$ cat config.mk
export PLATFORM = sky130hd
export DESIGN_NAME = score_bcd_keeper
export DESIGN_NICKNAME = d
export VERILOG_FILES = /design/src/rtl/score_bcd_keeper.sv
export SDC_FILE = /design/constraint.sdc
export NUM_CORES = 1
export LEC_CHECK = 0
export ABC_AREA = 1
export CAP_MARGIN = 20
export CELL_PAD_IN_SITES_DETAIL_PLACEMENT = 1
export CELL_PAD_IN_SITES_GLOBAL_PLACEMENT = 2
export CORE_ASPECT_RATIO = 0.7
export CORE_MARGIN = 2
export CORE_UTILIZATION = 30
export CTS_CLUSTER_SIZE = 24
export DETAILED_ROUTE_END_ITERATION = 8
export PLACE_DENSITY_LB_ADDON = 0.08
export REMOVE_ABC_BUFFERS = 1
export SYNTH_ARGS = -nofsm -noshare
export SYNTH_HDL_FRONTEND = slang
export SYNTH_SLANG_ARGS = --single-unit
$ cat constraint.sdc
create_clock -name i_clk -period 2.8 [get_ports i_clk]
set_clock_uncertainty 0.15 [all_clocks]
set_input_delay 0.56 -clock i_clk [delete_from_list [all_inputs] [get_ports i_clk]]
set_output_delay 0.56 -clock i_clk [all_outputs]
set_load 0.1 [all_outputs]
$ cat src/rtl/score_bcd_keeper.sv
// score_bcd_keeper: three-digit BCD whack-a-mole score keeper with high-score tracking
// Ports:
//   i_clk, i_reset        clock and synchronous active-high reset
//   i_game_start          pulse, starts or restarts a game (clears the score)
//   i_game_end            pulse, ends the current game
//   i_hit, i_miss         pulses, add HIT_PTS / subtract MISS_PTS while playing
//   o_bcd                 current score {hundreds, tens, units}
//   o_high_bcd            best completed-game score, same packing
//   o_new_record          one-cycle pulse when o_high_bcd is updated
//   o_saturated           score is 999
//   o_playing             FSM is in PLAY
module score_bcd_keeper #(
    parameter logic [3:0] HIT_PTS  = 4'd1,
    parameter logic [3:0] MISS_PTS = 4'd1
) (
    input  logic        i_clk,
    input  logic        i_reset,
    input  logic        i_game_start,
    input  logic        i_game_end,
    input  logic        i_hit,
    input  logic        i_miss,
    output logic [11:0] o_bcd,
    output logic [11:0] o_high_bcd,
    output logic        o_new_record,
    output logic        o_saturated,
    output logic        o_playing
);
    localparam logic [1:0] IDLE = 2'd0;
    localparam logic [1:0] PLAY = 2'd1;
    localparam logic [1:0] DONE = 2'd2;

    logic [1:0]  r_state;
    logic [11:0] r_bcd;
    logic [11:0] r_high;
    logic        r_new_record;

    logic [3:0]  w_u, w_t, w_h;
    logic        w_uc, w_tc, w_hc;
    logic        w_ub, w_tb, w_hb;
    logic [11:0] w_inc, w_dec, w_next;

    // Carry/borrow is decided before the add/subtract so every digit stays in
    // 4-bit arithmetic and never leaves 0..9.
    always_comb begin
        w_u    = r_bcd[3:0];
        w_t    = r_bcd[7:4];
        w_h    = r_bcd[11:8];
        w_uc   = w_u >= 4'd10 - HIT_PTS;
        w_tc   = w_uc && w_t == 4'd9;
        w_hc   = w_tc && w_h == 4'd9;
        w_inc  = w_hc ? 12'h999 :
                 {w_h + {3'd0, w_tc},
                  w_tc ? 4'd0 : w_t + {3'd0, w_uc},
                  w_uc ? w_u - (4'd10 - HIT_PTS) : w_u + HIT_PTS};
        w_ub   = w_u < MISS_PTS;
        w_tb   = w_ub && w_t == 4'd0;
        w_hb   = w_tb && w_h == 4'd0;
        w_dec  = w_hb ? 12'h000 :
                 {w_h - {3'd0, w_tb},
                  w_tb ? 4'd9 : w_t - {3'd0, w_ub},
                  w_ub ? w_u + (4'd10 - MISS_PTS) : w_u - MISS_PTS};
        w_next = (i_hit && !i_miss) ? w_inc :
                 (i_miss && !i_hit) ? w_dec : r_bcd;
    end

    always_ff @(posedge i_clk) begin
        if (i_reset) begin
            r_state      <= IDLE;
            r_bcd        <= 12'h000;
            r_high       <= 12'h000;
            r_new_record <= 1'b0;
        end else begin
            r_new_record <= 1'b0;
            case (r_state)
                IDLE: if (i_game_start) begin
                    r_state <= PLAY;
                    r_bcd   <= 12'h000;
                end
                PLAY: if (i_game_start) begin
                    r_bcd <= 12'h000;
                end else begin
                    r_bcd <= w_next;
                    if (i_game_end) r_state <= DONE;
                end
                DONE: begin
                    r_state <= IDLE;
                    // Valid BCD orders the same as plain binary.
                    if (r_bcd > r_high) begin
                        r_high       <= r_bcd;
                        r_new_record <= 1'b1;
                    end
                end
                default: r_state <= IDLE;
            endcase
        end
    end

    assign o_bcd        = r_bcd;
    assign o_high_bcd   = r_high;
    assign o_new_record = r_new_record;
    assign o_saturated  = r_bcd == 12'h999;
    assign o_playing    = r_state == PLAY;
endmodule

# Yosys cells after proc, flatten, opt, wreduce, memory -nomap -nowiden
# Cells that the tools add are included.
# totals
register_bits	27
input_bits	6
output_inout_bits	27
word_cells	57
# op_classes
add_sub_neg	8
magnitude_cmp	3
n_eq_ne	9
muxes	16
n_bitwise	1
n_reduce_logical	16
# op_table
operator	n
two-way mux 12 bit	6
case mux 12 bit (2 select lines)	1
two-way mux 4 bit	4
== test 12 bit, second input constant	1
greater-than comparator 12 bit	1
adder 4 x 1 -> 4 bit	2
== test 4 bit, second input constant	2
zero test 4 bit	2
subtractor 4 x 1 -> 4 bit	2
logical AND 1 bit	6
two-way mux 2 bit	3
inequality test 2 bit, second input constant	3
AND reduction 3 bit	2
adder 4 x 1 -> 4 bit, second input constant	1
adder 4 bit, second input constant	1
>= comparator 4 bit, second input constant	1
less-than comparator 4 x 1 -> 1 bit, second input constant	1
inequality test 4 x 2 -> 1 bit, second input constant	1
case mux 2 bit (2 select lines)	1
subtractor 4 x 1 -> 4 bit, second input constant	1
subtractor 4 bit, second input constant	1
== test 2 x 1 -> 1 bit, second input constant	1
== test 2 bit, second input constant	1
zero test 1 bit	2
other kinds (6)	6

# Logic depth before layout (Yosys ltp)
# depth
ltp_word	8
mapped_depth	14

# Worst setup path after synthesis
# Ideal clock, no wire load.
# synth_path
kind	register to output
start	register r_bcd[0] (netlist: o_bcd[0])
end	output port o_saturated
t_arrival_ps	3555
t_required_ps	2090
path_slack_ps	-1465
stages_incl_launch_ff	4
path_buffers	0
path_cell_list	dfxtp_1 > ha_1 > nand3_4 > nor3_1
# synth_via
elab_chain_cells	1
# synth_lines
item	line_no	source
start: declaration	33	logic [11:0] r_bcd;
start signal: assignment	82	r_bcd <= w_next;
== test 12 bit	101	assign o_saturated = r_bcd == 12'h999;
end: declaration	25	output logic o_saturated,
# No other way between the ends.

# Worst setup path in the final report
# layout_path
start	register r_bcd[10] (netlist: o_bcd[10])
end	output port o_saturated
# Same word-level chain as after synthesis.

==> flow_metrics.env <==
export IMPL_grt_pass1_wl_mm=12.0
export IMPL_p_per_area_nw_per_um2=308
export IMPL_clk_pin_slew_ns=0.12
export IMPL_post_route_drc_count=0
export IMPL_vias_per_cell=4.75
export IMPL_yosys_top_cells_count="nand2_1, inv_1, nand3_1"
export IMPL_required_ns=2.09
export IMPL_start_kind="flip-flop"
export IMPL_path_depth=4
export IMPL_critical_path_top_delay_family="simple AND/OR/NAND/NOR gates"
export IMPL_dpl_hpwl_mm=5.18
export IMPL_gp_congestion=0.804
export IMPL_power_leakage_nw=1.26
export IMPL_path_cells="nor2_2, nand3_1, nor3_1, buf_12"
export IMPL_cp_max_fo=9
export IMPL_core_area_sq_um=7250
export IMPL_routedWlPerCell_um=15.0
export IMPL_start_util_pct=30.8
export IMPL_rows=26
export IMPL_drt_iter0_drc=50
export IMPL_outcome="completed"
export IMPL_cts_inserted_buffers=3
export IMPL_htree_levels=1
export IMPL_synth_edf_count=0
export IMPL_clk_root_buffer_cell="clkbuf_8"
export IMPL_num_io_pins=33
export IMPL_p_clk_share_pct=31.7
export IMPL_nFillCells=941
export IMPL_dieArea_sq_um=8170
export IMPL_hold_viol=0
export IMPL_path_class="reg -> out"
export IMPL_tightest_slew_ns=0.528
export IMPL_vias=2208
export IMPL_wl_mm=7.00
export IMPL_hold_depth=2
export IMPL_cts_sinks=27
export IMPL_vdd_drop_max_uv=214
export IMPL_period_needed_ns=2.48
export IMPL_min_path_type="reg -> reg"
export IMPL_grt_overflow=0
export IMPL_cts_resized=0
export IMPL_synth_area_sq_um=2230
export IMPL_swShare_pct=33.9
export IMPL_cts_tree="yes"
export IMPL_syn_inst=336
export IMPL_n_antenna_cell=0
export IMPL_grtUsageTotal_pct=18.6
export IMPL_grt_max_degree=26
export IMPL_clock_fmax_mhz=403
export IMPL_rsz0062_at_grt="false"
export IMPL_setup_violations=0
export IMPL_holdBufCountCts=0
export IMPL_clk_latency_ns=0.29
export IMPL_avgSynthCellArea_sq_um=6.65
export IMPL_synth_cell_types=32
export IMPL_crit_path_end_kind="output port"
export IMPL_critPathArrivalTime_ns=1.77
export IMPL_synthTopCellsByArea="dfxtp_1, nand2_1, ha_1"
export IMPL_slew_viol_final=0
export IMPL_max_cap_viol_count=0
export IMPL_path_buf_inv=1
export IMPL_die_w_um=107
export IMPL_fin_tns_setup_ns=0
export IMPL_antenna_found_initial=0
export IMPL_area_growth_pct=19.3
export IMPL_ys_async_sr_fraction_pct=0
export IMPL_drive_gt1_share_pct=20.7
export IMPL_cts_buffer_depth=2
export IMPL_final_nets=397
export IMPL_ff2ff_path_depth=14
export IMPL_netlist_area_leader_share_pct=24.2
export IMPL_power_frac_comb_pct=20.5
export IMPL_synthFlopType="dfxtp_1"
export IMPL_yosysWarnings=0
export IMPL_p_seq_share_pct=47.8
export IMPL_synth_seq_area_share_pct=24.2
export IMPL_intPower_mw=0.543
export IMPL_fin_crit_sh_pct=88.7
export IMPL_synth_area_leader_cell="dfxtp_1"
export IMPL_slew_headroom_pct=64.7
export IMPL_cts_setup_buffers=0
export IMPL_postRouteAntennaNets=0
export IMPL_dr_pass1_iters=4
export IMPL_chipHeight_um=76.2
export IMPL_p_sw_mw=0.278
export IMPL_critPathMaxStageDelay_ns=0.46
export IMPL_portBuffers=32
export IMPL_grt_pass1_vias=2242
export IMPL_p_total_mw=0.821
export IMPL_ys_seq_elements=27
export IMPL_synth_most_common_cell="nand2_1"
export IMPL_critPathSlowestCell="dfxtp_1"
==> flip-flops by register name (all words and copies together) (netlist names) <==
| signal | flops |
|---|---|
| o_bcd | 12 |
| o_high_bcd | 12 |
| r_state | 2 |
| o_new_record | 1 |
==> path summary, 6_finish.rpt <==
check / from / slack, ns / to
min: o_high_bcd[9] / 0.38 / o_high_bcd[9]
min reg2reg: o_high_bcd[9] / 0.38 / o_high_bcd[9]
max: o_bcd[10] / 0.32 / o_saturated
max reg2reg: o_bcd[1] / 0.50 / o_bcd[10]
==> placed cells by master (no fill, tap or decap), types with 2 or more instances in the layout <==
cell and instances:
clkbuf_8 3, nand3_1 38, inv_2 7, o21ai_2 3
a21oi_2 7, inv_1 38, a21oi_1 24, nor2_2 8
nand3_2 2, dfxtp_1 27, buf_4 34, nand4_1 6
nor3_1 2, nor2_4 2, nand2_4 3, nand2_1 93
xor2_1 3, clkdlybuf4s50_1 5, nor2_1 21, o21ai_1 4
nand3_4 2, ha_1 23
==> through the flow <==
stage / utilization (%) / area [sq um] / cells / hold WS, ns / setup slack, ns
final: 36.8 / 2670 / 465 / 0.377 / 0.316
after global routing: 36.8 / 2670 / 465 / 0.418 / 0.196
after floorplan: - / 2170 / 323 / 0.426 / -1.51
after CTS: 36.8 / 2670 / 465 / 0.384 / 0.292
after detailed placement: 36.1 / 2620 / 461 / 0.356 / 0.394
after global placement: 36.1 / 2620 / 461 / 0.345 / 0.445
==> routing by layer <==
metal  track usage [%]  vias up  wire length (um)
li1                  -     1144                 -
met1              28.3     1039              3860
met2              28.0       23              2920
met3              2.48        2               187
met4              2.86        0                31
met5                 0        -                 0
==> power groups by stage <==
stage / clock network [mW] / logic [mW] / registers [mW]
final: 0.260 / 0.169 / 0.393
after global routing: 0.284 / 0.189 / 0.394
after CTS: 0.272 / 0.171 / 0.393
after detailed placement: 0 / 0.170 / 0.402
after global placement: 0 / 0.169 / 0.402
after floorplan: 0 / 0.0945 / 0.418
==> logic make-up after synthesis <==
family	synth area share [%]
XOR/XNOR	1.18
flip-flops	24.2
adder cells (fa/ha/maj)	12.9
buffers and inverters	11.0
AO/OA/AOI/OAI	11.1
AND/OR/NAND/NOR	39.7
==> worst register-to-register path: cells and delay by family (launching register included) <==
family          cells  cell delay (ns)
compound gates      2             0.26
flops               1             0.33
buf+inv             3             0.30
fa+ha+maj           3             0.67
simple gates        5             0.40
xor+xnor            1             0.13
==> area by class of cell <==
cell class | count | area [sq um] | share of cell area (%)
multi-input combinational | 249 | 1450 | 54.3
inverter | 47 | 179 | 6.71
sequential | 27 | 541 | 20.3
clock buffer | 3 | 41.3 | 1.55
clock inverter | 1 | 8.76 | 0.328
timing repair buffer | 40 | 325 | 12.2
tap | 98 | 123 | 4.60
(Power assumes the default switching activity.)
